$ cat src/rtl/fir_pkg.sv
// Shared definitions for the FIR tap sequencer and the MAC core it feeds.
package fir_pkg;

   typedef enum logic [1:0] {
      IDLE  = 2'd0,
      RUN   = 2'd1,
      DRAIN = 2'd2,
      DONE  = 2'd3
   } state_t;

   // Accumulated result width: full product width plus one guard bit.
   function automatic int W_RES(input int szin);
      return 2 * (szin + 1) + 1;
   endfunction

endpackage

$ cat src/rtl/fir_tap_store.sv
// Coefficient register file and sample delay line, each read through one tap selected by sel.
module fir_tap_store #(
   parameter  int SZin = 7,
   parameter  int SZN  = 5,
   localparam int KW   = $clog2(SZN)
) (
   input  logic          clk,
   input  logic          rst,
   input  logic          coef_we,
   input  logic [KW-1:0] coef_addr,
   input  logic [SZin:0] coef_data,
   input  logic          shift_en,
   input  logic [SZin:0] shift_data,
   input  logic [KW-1:0] sel,
   output logic [SZin:0] rd_coef,
   output logic [SZin:0] rd_smp
);

   logic [SZin:0] c [SZN];
   logic [SZin:0] x [SZN];

   always_ff @(posedge clk or negedge rst) begin
      if (!rst) begin
         // NOTE: both arrays must clear on reset, so they are built from flops, not a RAM macro.
         for (int i = 0; i < SZN; i++) begin
            c[i] <= '0;
            x[i] <= '0;
         end
      end else begin
         if (coef_we && (32'(coef_addr) < SZN)) c[coef_addr] <= coef_data;
         if (shift_en) begin
            x[0] <= shift_data;
            for (int i = 1; i < SZN; i++) x[i] <= x[i-1];
         end
      end
   end

   assign rd_coef = c[sel];
   assign rd_smp  = x[sel];

endmodule

$ cat src/rtl/fir_tap_sequencer.sv
// Sequences one (coefficient, sample) pair per cycle into the MAC for each accepted sample
// and captures the accumulated result as one filter output.
module fir_tap_sequencer
   import fir_pkg::*;
#(
   parameter  int SZin    = 7,
   parameter  int SZN     = 5,
   parameter  int MAC_LAT = 1,
   localparam int KW      = $clog2(SZN),
   localparam int WR      = W_RES(SZin)
) (
   input  logic          clk,
   input  logic          rst,
   input  logic          coef_we,
   input  logic [KW-1:0] coef_addr,
   input  logic [SZin:0] coef_data,
   input  logic          smp_valid,
   input  logic [SZin:0] smp_data,
   output logic          smp_ready,
   output logic [SZin:0] ai,
   output logic [SZin:0] xni,
   output logic          mac_en,
   output logic          acc_clr,
   input  logic [WR-1:0] mac_res,
   output logic          out_valid,
   output logic [WR-1:0] out_data
);

   localparam int            DW     = (MAC_LAT > 1) ? $clog2(MAC_LAT) : 1;
   localparam logic [KW-1:0] K_LAST = KW'(SZN - 1);
   localparam logic [DW-1:0] D_LAST = DW'((MAC_LAT > 0) ? MAC_LAT - 1 : 0);

   state_t        state, state_next;
   logic [KW-1:0] k;
   logic [KW-1:0] sel;
   logic [DW-1:0] d;
   logic          accept;
   logic [SZin:0] rd_coef;
   logic [SZin:0] rd_smp;

   assign accept = (state == IDLE) && smp_valid;

   fir_tap_store #(
      .SZin (SZin),
      .SZN  (SZN)
   ) u_store (
      .clk        (clk),
      .rst        (rst),
      .coef_we    (coef_we),
      .coef_addr  (coef_addr),
      .coef_data  (coef_data),
      .shift_en   (accept),
      .shift_data (smp_data),
      .sel        (sel),
      .rd_coef    (rd_coef),
      .rd_smp     (rd_smp)
   );

   always_ff @(posedge clk or negedge rst) begin
      if (!rst) state <= IDLE;
      else      state <= state_next;
   end

   always_comb begin
      // NOTE: every output gets a default first so no path through the case infers a latch.
      state_next = state;
      smp_ready  = 1'b0;
      mac_en     = 1'b0;
      acc_clr    = 1'b0;
      out_valid  = 1'b0;
      sel        = '0;
      unique case (state)
         IDLE: begin
            smp_ready = 1'b1;
            if (smp_valid) state_next = RUN;
         end
         RUN: begin
            mac_en  = 1'b1;
            acc_clr = (k == '0);
            if (k == K_LAST) state_next = (MAC_LAT == 0) ? DONE : DRAIN;
            else             sel        = k + 1'b1;
         end
         DRAIN: begin
            if (d == D_LAST) state_next = DONE;
         end
         DONE: begin
            out_valid  = 1'b1;
            state_next = IDLE;
         end
         default: state_next = IDLE;
      endcase
   end

   // ai/xni are loaded one edge ahead of the cycle that presents them; sel already points at the next tap.
   always_ff @(posedge clk or negedge rst) begin
      if (!rst) begin
         k        <= '0;
         d        <= '0;
         ai       <= '0;
         xni      <= '0;
         out_data <= '0;
      end else begin
         case (state)
            IDLE: begin
               if (smp_valid) begin
                  k   <= '0;
                  // A coefficient written on the accepting edge must already reach tap 0.
                  ai  <= (coef_we && (coef_addr == '0)) ? coef_data : rd_coef;
                  xni <= smp_data;
               end
            end
            RUN: begin
               d <= '0;
               if (k != K_LAST) begin
                  k   <= sel;
                  ai  <= rd_coef;
                  xni <= rd_smp;
               end
            end
            DRAIN:   d <= d + 1'b1;
            default: ;
         endcase
         // Raw copy of the MAC sum; wide sums wrap at WR bits by design.
         if (state_next == DONE) out_data <= mac_res;
      end
   end

endmodule

$ cat config.mk
export PLATFORM = sky130hd
export DESIGN_NAME = fir_tap_sequencer
export DESIGN_NICKNAME = d
export VERILOG_FILES = /design/src/rtl/fir_pkg.sv /design/src/rtl/fir_tap_store.sv /design/src/rtl/fir_tap_sequencer.sv
export SDC_FILE = /design/constraint.sdc
export NUM_CORES = 1
export LEC_CHECK = 0
export ABC_AREA = 1
export CORE_UTILIZATION = 45
export DETAILED_ROUTE_END_ITERATION = 16
export PLACE_DENSITY = 0.7
export RECOVER_POWER = 50
export SYNTH_ARGS = -nofsm -noshare
export SYNTH_HDL_FRONTEND = slang
export SYNTH_SLANG_ARGS = --single-unit
$ cat constraint.sdc
create_clock -name clk -period 5 [get_ports clk]
set_input_delay 0.75 -clock clk [delete_from_list [all_inputs] [get_ports clk]]
set_output_delay 0.75 -clock clk [all_outputs]
set_load 0.01 [all_outputs]
==> results of run 1 <==
registers in the layout (all words and copies together), names as in the netlist:
name / flops
u_store.c: 40
out_data: 17
state: 2
k: 3
ai: 8
xni: 8
u_store.x: 40
d: 1
cells by family (layout without fill, tap and decap cells):
kind of cell    Yosys count  count (layout)  share of synthesized area
buf+inv                 107             184                    0.08058
compound gates          122             122                     0.1205
mux                       3               3                   0.005993
simple gates            328             328                     0.2462
fa+ha+maj                 7               7                    0.01554
xor+xnor                  1               1                   0.002886
flops                   119             119                     0.5283
cell type report:
class | instances | area, µm² | area share
Tap cell | 168 | 210.2 | 0.03017
Clock inverter | 4 | 20.02 | 0.002874
Inverter | 74 | 277.8 | 0.03987
Sequential cell | 119 | 2978 | 0.4274
Timing Repair Buffer | 80 | 784.5 | 0.1126
Clock buffer | 26 | 499.2 | 0.07166
Multi-Input combinational cell | 461 | 2197 | 0.3154
critical path, stage by stage, from the launching register on:
cell	delay, ns
sky130_fd_sc_hd__dfrtp_1	0.43
sky130_fd_sc_hd__inv_1	0.11
sky130_fd_sc_hd__ha_1	0.25
sky130_fd_sc_hd__nand2_2	0.07
sky130_fd_sc_hd__clkbuf_1	1.93
sky130_fd_sc_hd__mux2_2	0.47
cells in the final DEF, fill, tap and decap left out, drive strengths merged, types with 15 or more instances in the layout:
| cell type | n |
|---|---|
| clkdlybuf4s50 | 73 |
| nand2 | 216 |
| dfrtp | 119 |
| o211ai | 15 |
| clkbuf | 27 |
| a21oi | 28 |
| o21ai | 77 |
| nand3 | 68 |
| nor2 | 41 |
| inv | 73 |
metrics by stage:
stage	hold slack (ns)	total power, W	worst slack (ns)	instance area [µm²]
detailed placement	0.4618	0.003806	2.179	6461
floorplan	0.4479	0.003105	3.038	5637
CTS	0.4746	0.004911	1.987	6980
global placement	0.4549	0.003723	2.277	6461
global route	0.4887	0.005295	1.036	6967
finish	0.4747	0.004872	1.581	6967
final timing paths:
check                           endpoint  slack [ns]          from
max in group asynchronous          ai[3]        3.32           rst
min in group asynchronous  u_store.x[36]        0.48           rst
setup / recovery           u_store.x[15]        1.58      state[0]
hold reg to reg             out_data[12]        0.47  out_data[12]
setup reg to reg           u_store.x[15]        1.58      state[0]
hold / removal              out_data[12]        0.47  out_data[12]
power by group:
| part | internal, W | switching (W) | leakage (nW) |
|---|---|---|---|
| Sequential | 0.00136 | 0.000226 | 1.45 |
| Combinational | 0.000857 | 0.00136 | 1.76 |
| Clock | 0.000675 | 0.000395 | 0.260 |
routing by layer:
metal / track usage / vias up / wire, µm
met1: 0.2927 / 2286 / 5883
li1: - / 2327 / -
met2: 0.3806 / 131 / 6749
met3: 0.06004 / 25 / 640
met4: 0.09610 / 0 / 269
met5: 0 / - / 0
synthesized netlist by cell type:
cell	number
sky130_fd_sc_hd__a21oi_1	26
sky130_fd_sc_hd__a21oi_2	2
sky130_fd_sc_hd__buf_1	2
sky130_fd_sc_hd__buf_2	9
sky130_fd_sc_hd__buf_4	7
sky130_fd_sc_hd__buf_6	2
sky130_fd_sc_hd__clkbuf_1	13
sky130_fd_sc_hd__clkinv_1	1
sky130_fd_sc_hd__dfrtp_1	119
sky130_fd_sc_hd__ha_1	7
sky130_fd_sc_hd__inv_1	67
sky130_fd_sc_hd__inv_2	6
sky130_fd_sc_hd__mux2_2	3
sky130_fd_sc_hd__nand2_1	211
sky130_fd_sc_hd__nand2_2	1
sky130_fd_sc_hd__nand2_4	4
sky130_fd_sc_hd__nand3_1	65
sky130_fd_sc_hd__nand3_2	3
sky130_fd_sc_hd__nor2_1	40
sky130_fd_sc_hd__nor2_8	1
sky130_fd_sc_hd__o211ai_1	15
sky130_fd_sc_hd__o21ai_0	72
sky130_fd_sc_hd__o21ai_1	2
sky130_fd_sc_hd__o21ai_2	2
sky130_fd_sc_hd__o21ai_4	1
sky130_fd_sc_hd__o31ai_1	2
sky130_fd_sc_hd__or2_0	1
sky130_fd_sc_hd__or2_1	1
sky130_fd_sc_hd__or2_2	1
sky130_fd_sc_hd__xor2_2	1
==> flow_metrics.py, run 1 <==
metrics = {
    "status": {
        "status": "complete, but fails checks",
        "failed_checks": "capacitance limit, slew limit",
    },
    "detailed_routing": {
        "drtPass1Iterations": 5,
        "final_wl_um": 13540,
        "viasPerCell": 5.117,
        "route.vias.total": 4769,
        "wl_per_cell_um": 14.53,
        "ant_nets": 0,
        "detailedRoute.firstIterationViolations": 336,
        "drc_errors": 0,
    },
    "grt": {
        "globalRoute.totalOverflow": 0,
        "pin_count_of_the_biggest_net_entering_global_routing": 78,
        "grtUsageTotal": 0.2322,
        "grt_antenna_before_repair": 0,
        "first_global_vias": 4823,
        "grt_first_pass_wirelength_um": 23090,
    },
    "logic_synthesis": {
        "postSynthCellCount": 687,
        "synth_seq_cells": 119,
        "syn_area_per_cell_um2": 8.205,
        "post-synth-top-area-cell": "sky130_fd_sc_hd__dfrtp_1",
        "synth.net_count": 734,
        "ys_types": 30,
        "synth_top_cell_area_share": 0.5283,
        "synthesis.area_um2": 5637,
        "synth-warning-count": 0,
        "sequential_element_share_of_the_synthesized_area": 0.5283,
        "post_synth_main_area_contributors": "sky130_fd_sc_hd__dfrtp_1 53%, sky130_fd_sc_hd__nand2_1 14%, sky130_fd_sc_hd__o21ai_0 6.4%, sky130_fd_sc_hd__nand3_1 5.8%, sky130_fd_sc_hd__inv_1 4.5%",
    },
    "floorplanning": {
        "io-pin-count": 77,
        "design.core.area_um2": 12110,
        "die_width_um": 113.9,
        "row_count": 40,
        "initial_utilization": 0.4654,
        "die_y_um": 113.9,
        "area_of_the_die_um2": 12980,
    },
    "clocking": {
        "cts_post_setup_buffers_inserted": 0,
        "cts_sinks": 119,
        "cts_htree_levels": 4,
        "ctsRootBufferMaster": "sky130_fd_sc_hd__clkbuf_16",
        "post_cts_hold_buffer_count": 0,
        "clock_insertion_delay_worst_skew_ns": 0.41,
        "tritoncts_clock_tree": "done",
        "clk_pin_slew_ns": 0.05,
        "clock_tree.buffer_depth": 2,
        "numCtsBuffers": 17,
        "post_cts_resize_count": 0,
    },
    "sta": {
        "report.final.slew_viol_count": 78,
        "finalCriticalPeriod_ns": 3.419,
        "rsz0062_at_grt": "false",
        "aggregate_negative_setup_slack_ns": 0,
        "fmax_mhz": 292.5,
        "finalSetupViolations": 0,
        "slew_worst_pin_ns": 2.749,
        "slew_headroom": -0.8324,
        "hold_viol": 0,
        "fin_skew_ns": 0.006555,
        "period_share": 0.6838,
    },
    "place": {
        "post_place_cells": 902,
        "routability_congestion_estimate_from_global_placement": 0.8032,
        "hpwl_after_detailed_placement_um": 9043,
        "buffer_ports.inserted": 76,
    },
    "cells_and_area": {
        "fin_nets": 800,
        "area_delta_synth_final_pct": 23.60,
        "final_cells": 932,
        "antenna_cells_inserted": 0,
        "final_util": 0.5752,
        "drive_gt1_frac": 0.06937,
        "num-fill-cells": 1109,
    },
    "critical_path": {
        "critPathArrivalTime_ns": 3.71,
        "worstSetupEndpointType": "flop",
        "path_max_fanout": 77,
        "r2r_cells": 5,
        "path_class": "flop to flop",
        "critPathLaunchType": "flop",
        "critPathRequiredTime_ns": 5.29,
    },
    "run": {
        "maximum_capacitance_violations": 1,
    },
    "power": {
        "power_per_cell_area_nw_per_um2": 699.3,
        "vdd_ir_drop_max_mv": 0.3445,
        "power.leakage_nw": 3.472,
    },
    "min_path": {
        "min-delay-path-class": "flop to flop",
        "worst_hold_path.num_cells": 2,
    },
}
(Power assumes the default switching activity.)
==> run 2, diff against run 1 <==
==> constraint.sdc (replaced) <==
create_clock -name clk -period 3.5 [get_ports clk]
set_input_delay 0.525 -clock clk [delete_from_list [all_inputs] [get_ports clk]]
set_output_delay 0.525 -clock clk [all_outputs]
set_load 0.01 [all_outputs]
==> run 2 against run 1 <==
  * The run still ends with capacitance limit, slew limit left
  * Flip-flop and latch count stayed put
  * Clock skew hardly changed
  * Hold slack worse by 0.078 ns
  * Non-clock buffer count is 1 higher
  * First-iteration DRC count is 13% higher
  * Worst setup slack worse by 0.95 ns
  * Fmax is 19% higher
  * Sequential power is 43% higher
  * Critical path depth is 3 higher
  * Utilization is 0.63 points higher
  * Critical endpoint is now ai[1]
  * Largest cell class unchanged
==> flow_metrics.py, run 2 (same netlist as run 1, synthesis figures left out) <==
metrics = {
    "status": {
        "status": "complete, but fails checks",
        "failed_checks": "capacitance limit, slew limit",
    },
    "power": {
        "vdd_ir_drop_max_mv": 0.4364,
        "power_per_cell_area_nw_per_um2": 1018,
        "power.leakage_nw": 3.509,
    },
    "floorplanning": {
        "die_y_um": 113.9,
        "initial_utilization": 0.4654,
        "io-pin-count": 77,
        "row_count": 40,
        "die_width_um": 113.9,
        "area_of_the_die_um2": 12980,
        "design.core.area_um2": 12110,
    },
    "cells_and_area": {
        "multiInputGateArea_um2": 2205,
        "post-route-cell-area_um2": 7043,
        "num-fill-cells": 1113,
        "fin_nets": 801,
        "drive_gt1_frac": 0.07692,
        "top_registers": "u_store.c: 40 flops, u_store.x: 40 flops, out_data: 17 flops",
        "final_common_cell": "sky130_fd_sc_hd__nand2_1",
        "layout_common_cells": "211 x sky130_fd_sc_hd__nand2_1, 119 x sky130_fd_sc_hd__dfrtp_1, 73 x sky130_fd_sc_hd__clkdlybuf4s50_1",
        "area_delta_synth_final_pct": 24.95,
        "sequential_cell_area_um2": 2978,
        "antenna_cells_inserted": 0,
    },
    "detailed_routing": {
        "drtPass1Iterations": 5,
        "ant_nets": 0,
        "final_wl_um": 13170,
        "viasPerCell": 5.021,
        "met3_wirelength_um": 532,
        "route.vias.total": 4695,
        "drc_errors": 0,
        "wl_per_cell_um": 14.09,
        "drt-met1-wl_um": 5767,
        "highest_layer": "met4",
        "detailed_route_wirelength_on_metal2_um": 6651,
        "detailedRoute.firstIterationViolations": 381,
    },
    "place": {
        "hpwl_after_detailed_placement_um": 8977,
        "dp_slack_ns": 0.7125,
        "dpl-instance-area_um2": 6481,
        "buffer_ports.inserted": 76,
        "routability_congestion_estimate_from_global_placement": 0.7911,
    },
    "sta": {
        "aggregate_negative_setup_slack_ns": 0,
        "period_share": 0.8188,
        "rsz0062_at_grt": "false",
        "setup_ws_ns": 0.6343,
        "finalSetupViolations": 0,
        "fmax_mhz": 349.0,
        "report.final.slew_viol_count": 68,
        "slew_worst_pin_ns": 1.678,
        "finalCriticalPeriod_ns": 2.866,
        "fin_skew_ns": 0.006254,
        "hold_viol": 0,
        "slew_headroom": -0.1187,
    },
    "grt": {
        "pin_count_of_the_biggest_net_entering_global_routing": 68,
        "globalRoute.totalOverflow": 0,
        "first_global_vias": 4658,
        "grtUsageTotal": 0.2240,
        "grt_first_pass_wirelength_um": 22490,
        "grt_antenna_before_repair": 0,
    },
    "clocking": {
        "cts_post_setup_buffers_inserted": 0,
        "tritoncts_clock_tree": "done",
        "numCtsBuffers": 17,
        "clock_insertion_delay_worst_skew_ns": 0.41,
        "clock_tree.buffer_depth": 2,
        "ctsRootBufferMaster": "sky130_fd_sc_hd__clkbuf_16",
        "cts_sinks": 119,
        "clk_pin_slew_ns": 0.05,
        "post_cts_hold_buffer_count": 0,
        "post_cts_resize_count": 0,
        "cts_htree_levels": 4,
    },
    "critical_path": {
        "critPathArrivalTime_ns": 3.17,
        "worstSetupEndpointType": "flop",
        "critPathRequiredTime_ns": 3.80,
        "path_max_fanout": 29,
        "critPathLaunchType": "flop",
        "path_class": "flop to flop",
    },
    "min_path": {
        "min-delay-path-class": "primary input to asynchronous set/reset pin",
    },
    "run": {
        "maximum_capacitance_violations": 1,
    },
}
==> run 2: cell count changes in the layout (fill, tap and decap cells not counted), sizes merged <==
cell      before  now
bufinv         0    3
clkinvlp       0    1
clkbuf        27   24
clkinv         5    7
==> run 2: critical path, stage by stage, from the launching register on <==
cell and delay [ns]:
sky130_fd_sc_hd__dfrtp_1 0.41, sky130_fd_sc_hd__inv_1 0.17, sky130_fd_sc_hd__ha_1 0.50, sky130_fd_sc_hd__nor2_1 0.13, sky130_fd_sc_hd__o21ai_2 0.90, sky130_fd_sc_hd__inv_2 0.21
sky130_fd_sc_hd__or2_2 0.34, sky130_fd_sc_hd__clkinv_1 0.05, sky130_fd_sc_hd__a21oi_2 0.03
==> run 2: worst paths after layout <==
check                            start  slack [ns]  depth (start not counted)            end
setup / recovery              state[1]        0.63                          8          ai[1]
hold / removal                     rst        0.40                          1  u_store.x[38]
setup reg to reg              state[1]        0.63                          8          ai[1]
hold reg to reg            out_data[0]        0.48                          2    out_data[0]
max in group asynchronous          rst        0.82                          2          ai[7]
min in group clk           out_data[0]        0.48                          2    out_data[0]
==> run 2: final cells by class <==
| cell class | count | share of cell area |
|---|---|---|
| sequential | 119 | 0.4228 |
| multi-input combinational | 461 | 0.3130 |
| timing repair buffer | 81 | 0.1123 |
| clock buffer | 22 | 0.06449 |
| inverter | 74 | 0.03944 |
| tap | 168 | 0.02985 |
| clock inverter | 10 | 0.01812 |
==> run 2: through the flow <==
stage          std cells  hold slack [ns]  total power (W)  utilization
4_1_cts              935           0.1792         0.007217       0.5832
3_3_place_gp         903           0.4546         0.005336       0.5351
5_1_grt              935           0.4871         0.007750       0.5815
3_5_place_dp         903           0.4621         0.005448       0.5351
2_1_floorplan        687           0.2294         0.004436            -
6_report             935           0.3967         0.007169       0.5815
==> run 2: routing by layer <==
metal / vias up / GRT usage
li1: 2329 / -
met1: 2244 / 0.2802
met4: 0 / 0.07532
met5: - / 0
met3: 22 / 0.06536
met2: 100 / 0.3721
==> run 2: where the power goes <==
group          leakage (nW)  internal [W]  switching, W
registers              1.45       0.00194      0.000320
logic                  1.77       0.00123       0.00196
clock network         0.287       0.00113      0.000594
total                  3.51       0.00430       0.00287
==> run 3, diff against run 2 <==
--- a/config.mk
+++ b/config.mk
@@ -8,7 +8,7 @@
 export ABC_AREA = 1
 export CORE_UTILIZATION = 45
 export DETAILED_ROUTE_END_ITERATION = 16
-export PLACE_DENSITY = 0.7
+export PLACE_DENSITY = 0.72
 export RECOVER_POWER = 50
 export SYNTH_ARGS = -nofsm -noshare
 export SYNTH_HDL_FRONTEND = slang
==> constraint.sdc (replaced) <==
create_clock -name clk -period 2.6 [get_ports clk]
set_input_delay 0.39 -clock clk [delete_from_list [all_inputs] [get_ports clk]]
set_output_delay 0.39 -clock clk [all_outputs]
set_load 0.01 [all_outputs]
==> run 3 against run 2 <==
  * Highest routed layer unchanged
  * Sequential share of layout area hardly changed
  * Sequential power is 35% higher
  * Cell count grew 0.53%
  * Critical endpoint is now acc_clr
  * The flow still finishes with violations (capacitance limit, slew limit)
==> flow_metrics.py, run 3 (same netlist as run 1, synthesis figures left out) <==
metrics = {
    "status": {
        "status": "complete, but fails checks",
        "failed_checks": "capacitance limit, slew limit",
    },
    "critical_path": {
        "cells_along_the_critical_path": "inv_1, ha_2, nand2_1, nor2_1, clkdlybuf4s50_1",
        "path_max_fanout": 11,
        "max_stage_delay_ns": 0.56,
        "critPathArrivalTime_ns": 2.11,
        "critPathRequiredTime_ns": 2.21,
        "critPathLaunchType": "flop",
        "path_class": "flop to output port",
        "worstSetupEndpointType": "output port",
        "slowest_stage_cell_on_the_critical_path": "sky130_fd_sc_hd__clkdlybuf4s50_1",
    },
    "power": {
        "vdd_ir_drop_max_mv": 0.7145,
        "power_per_cell_area_nw_per_um2": 1331,
        "power.leakage_nw": 3.515,
    },
    "cells_and_area": {
        "layout_common_cells": "210 x sky130_fd_sc_hd__nand2_1, 119 x sky130_fd_sc_hd__dfrtp_1, 74 x sky130_fd_sc_hd__clkdlybuf4s50_1",
        "final_common_cell": "sky130_fd_sc_hd__nand2_1",
        "area_delta_synth_final_pct": 25.06,
        "post-route-cell-area_um2": 7049,
        "fin_nets": 809,
        "top_registers": "u_store.c: 40 flops, u_store.x: 40 flops, out_data: 17 flops",
        "drive_gt1_frac": 0.08161,
        "antenna_cells_inserted": 0,
    },
    "place": {
        "hpwl_after_detailed_placement_um": 8981,
        "dp_slack_ns": 0.4145,
        "routability_congestion_estimate_from_global_placement": 0.8238,
        "dpl-instance-area_um2": 6546,
        "buffer_ports.inserted": 76,
    },
    "floorplanning": {
        "area_of_the_die_um2": 12980,
        "initial_utilization": 0.4654,
        "io-pin-count": 77,
        "die_width_um": 113.9,
        "die_y_um": 113.9,
        "row_count": 40,
        "design.core.area_um2": 12110,
    },
    "grt": {
        "grt_first_pass_wirelength_um": 22180,
        "pin_count_of_the_biggest_net_entering_global_routing": 45,
        "global_route.usage.met1": 0.2865,
        "grt_antenna_before_repair": 0,
        "met2_usage": 0.3608,
        "first_global_vias": 4586,
        "gr-usage-met3": 0.06429,
        "globalRoute.totalOverflow": 0,
        "grt_busiest_layer": "met2",
        "grtUsageTotal": 0.2227,
    },
    "clocking": {
        "clock_insertion_delay_worst_skew_ns": 0.41,
        "numCtsBuffers": 17,
        "cts_htree_levels": 4,
        "cts_sinks": 119,
        "cts_post_setup_buffers_inserted": 0,
        "clk_pin_slew_ns": 0.05,
        "tritoncts_clock_tree": "done",
        "clock_tree.buffer_depth": 2,
        "ctsRootBufferMaster": "sky130_fd_sc_hd__clkbuf_16",
    },
    "sta": {
        "setup_ws_ns": 0.1033,
        "finalSetupViolations": 0,
        "report.final.slew_viol_count": 35,
        "slew_headroom": -0.1924,
        "hold_viol": 0,
        "rsz0062_at_grt": "false",
        "period_share": 0.9603,
        "slew_worst_pin_ns": 1.789,
        "aggregate_negative_setup_slack_ns": 0,
        "finalCriticalPeriod_ns": 2.497,
        "fmax_mhz": 400.5,
        "fin_skew_ns": 0.006509,
    },
    "run": {
        "maximum_capacitance_violations": 1,
    },
    "min_path": {
        "min-delay-path-class": "flop to flop",
    },
    "detailed_routing": {
        "route.vias.total": 4730,
        "viasPerCell": 5.032,
        "final_wl_um": 13210,
        "ant_nets": 0,
        "detailedRoute.firstIterationViolations": 353,
        "drtPass1Iterations": 5,
        "drc_errors": 0,
        "wl_per_cell_um": 14.05,
    },
}
## run 3: cell types whose count changed in the layout (fill, tap and decap cells not counted), sizes merged
cell | before | now
clkbuf | 24 | 26
clkinv | 7 | 6
clkinvlp | 1 | 0
bufinv | 3 | 0
clkdlybuf4s50 | 73 | 74
buf | 4 | 11
## run 3: metrics by stage
step / hold WS [ns] / utilization / total power [W] / cells
after floorplan: 0.09441 / - / 0.005971 / 687
final: 0.4709 / 0.5820 / 0.009380 / 940
after global routing: 0.4935 / 0.5820 / 0.01017 / 940
after CTS: 0.4612 / 0.5834 / 0.009462 / 940
after global placement: 0.3612 / 0.5405 / 0.007241 / 910
after detailed placement: 0.3645 / 0.5405 / 0.007389 / 910
## run 3: path summary, 6_finish.rpt
kind	from	slack, ns	to	cells past startpoint
worst max-delay path	state[1]	0.10	acc_clr	5
worst min-delay path	out_data[1]	0.47	out_data[1]	2
worst max register to register	state[1]	0.41	out_data[15]	8
worst min register to register	out_data[1]	0.47	out_data[1]	2
max in group asynchronous	rst	0.44	u_store.x[23]	3
min in group asynchronous	rst	1.00	u_store.x[24]	2
## run 3: timing repair
item | CTS | global route
resized for setup | 1 | 0
hold buffers | 1 | 0
setup endpoints to repair | 1 | 0
endpoints found under the hold margin | 31 | 0
## run 3: worst max-delay path: cells and delay by family, from the launching register on
kind                       cells  cell delay [ns]
buffers and inverters          2             0.74
DFF                            1             0.41
adders and majority gates      1             0.36
and+or+nand+nor                2             0.19
## run 3: layout make-up
| type | count | area (µm²) |
|---|---|---|
| timing repair buffer | 89 | 867.1 |
| fill | 1107 | 5062 |
| inverter | 74 | 277.8 |
| clock buffer | 24 | 481.7 |
| tap | 168 | 210.2 |
| multi-input combinational | 461 | 2210 |
| sequential | 119 | 2978 |
| clock inverter | 5 | 25.02 |
## run 3: where the power goes
group	switching (W)	total, W	internal [W]	leakage (nW)
sequential	0.000440	0.00305	0.00261	1.45
combinational	0.00259	0.00432	0.00173	1.81
clock	0.000749	0.00201	0.00126	0.255
## run 3: per-layer routing
layer	up-vias	share of wire
li1	2343	-
met1	2252	0.45
met2	123	0.48
met3	12	0.054
met4	0	0.010
met5	-	0
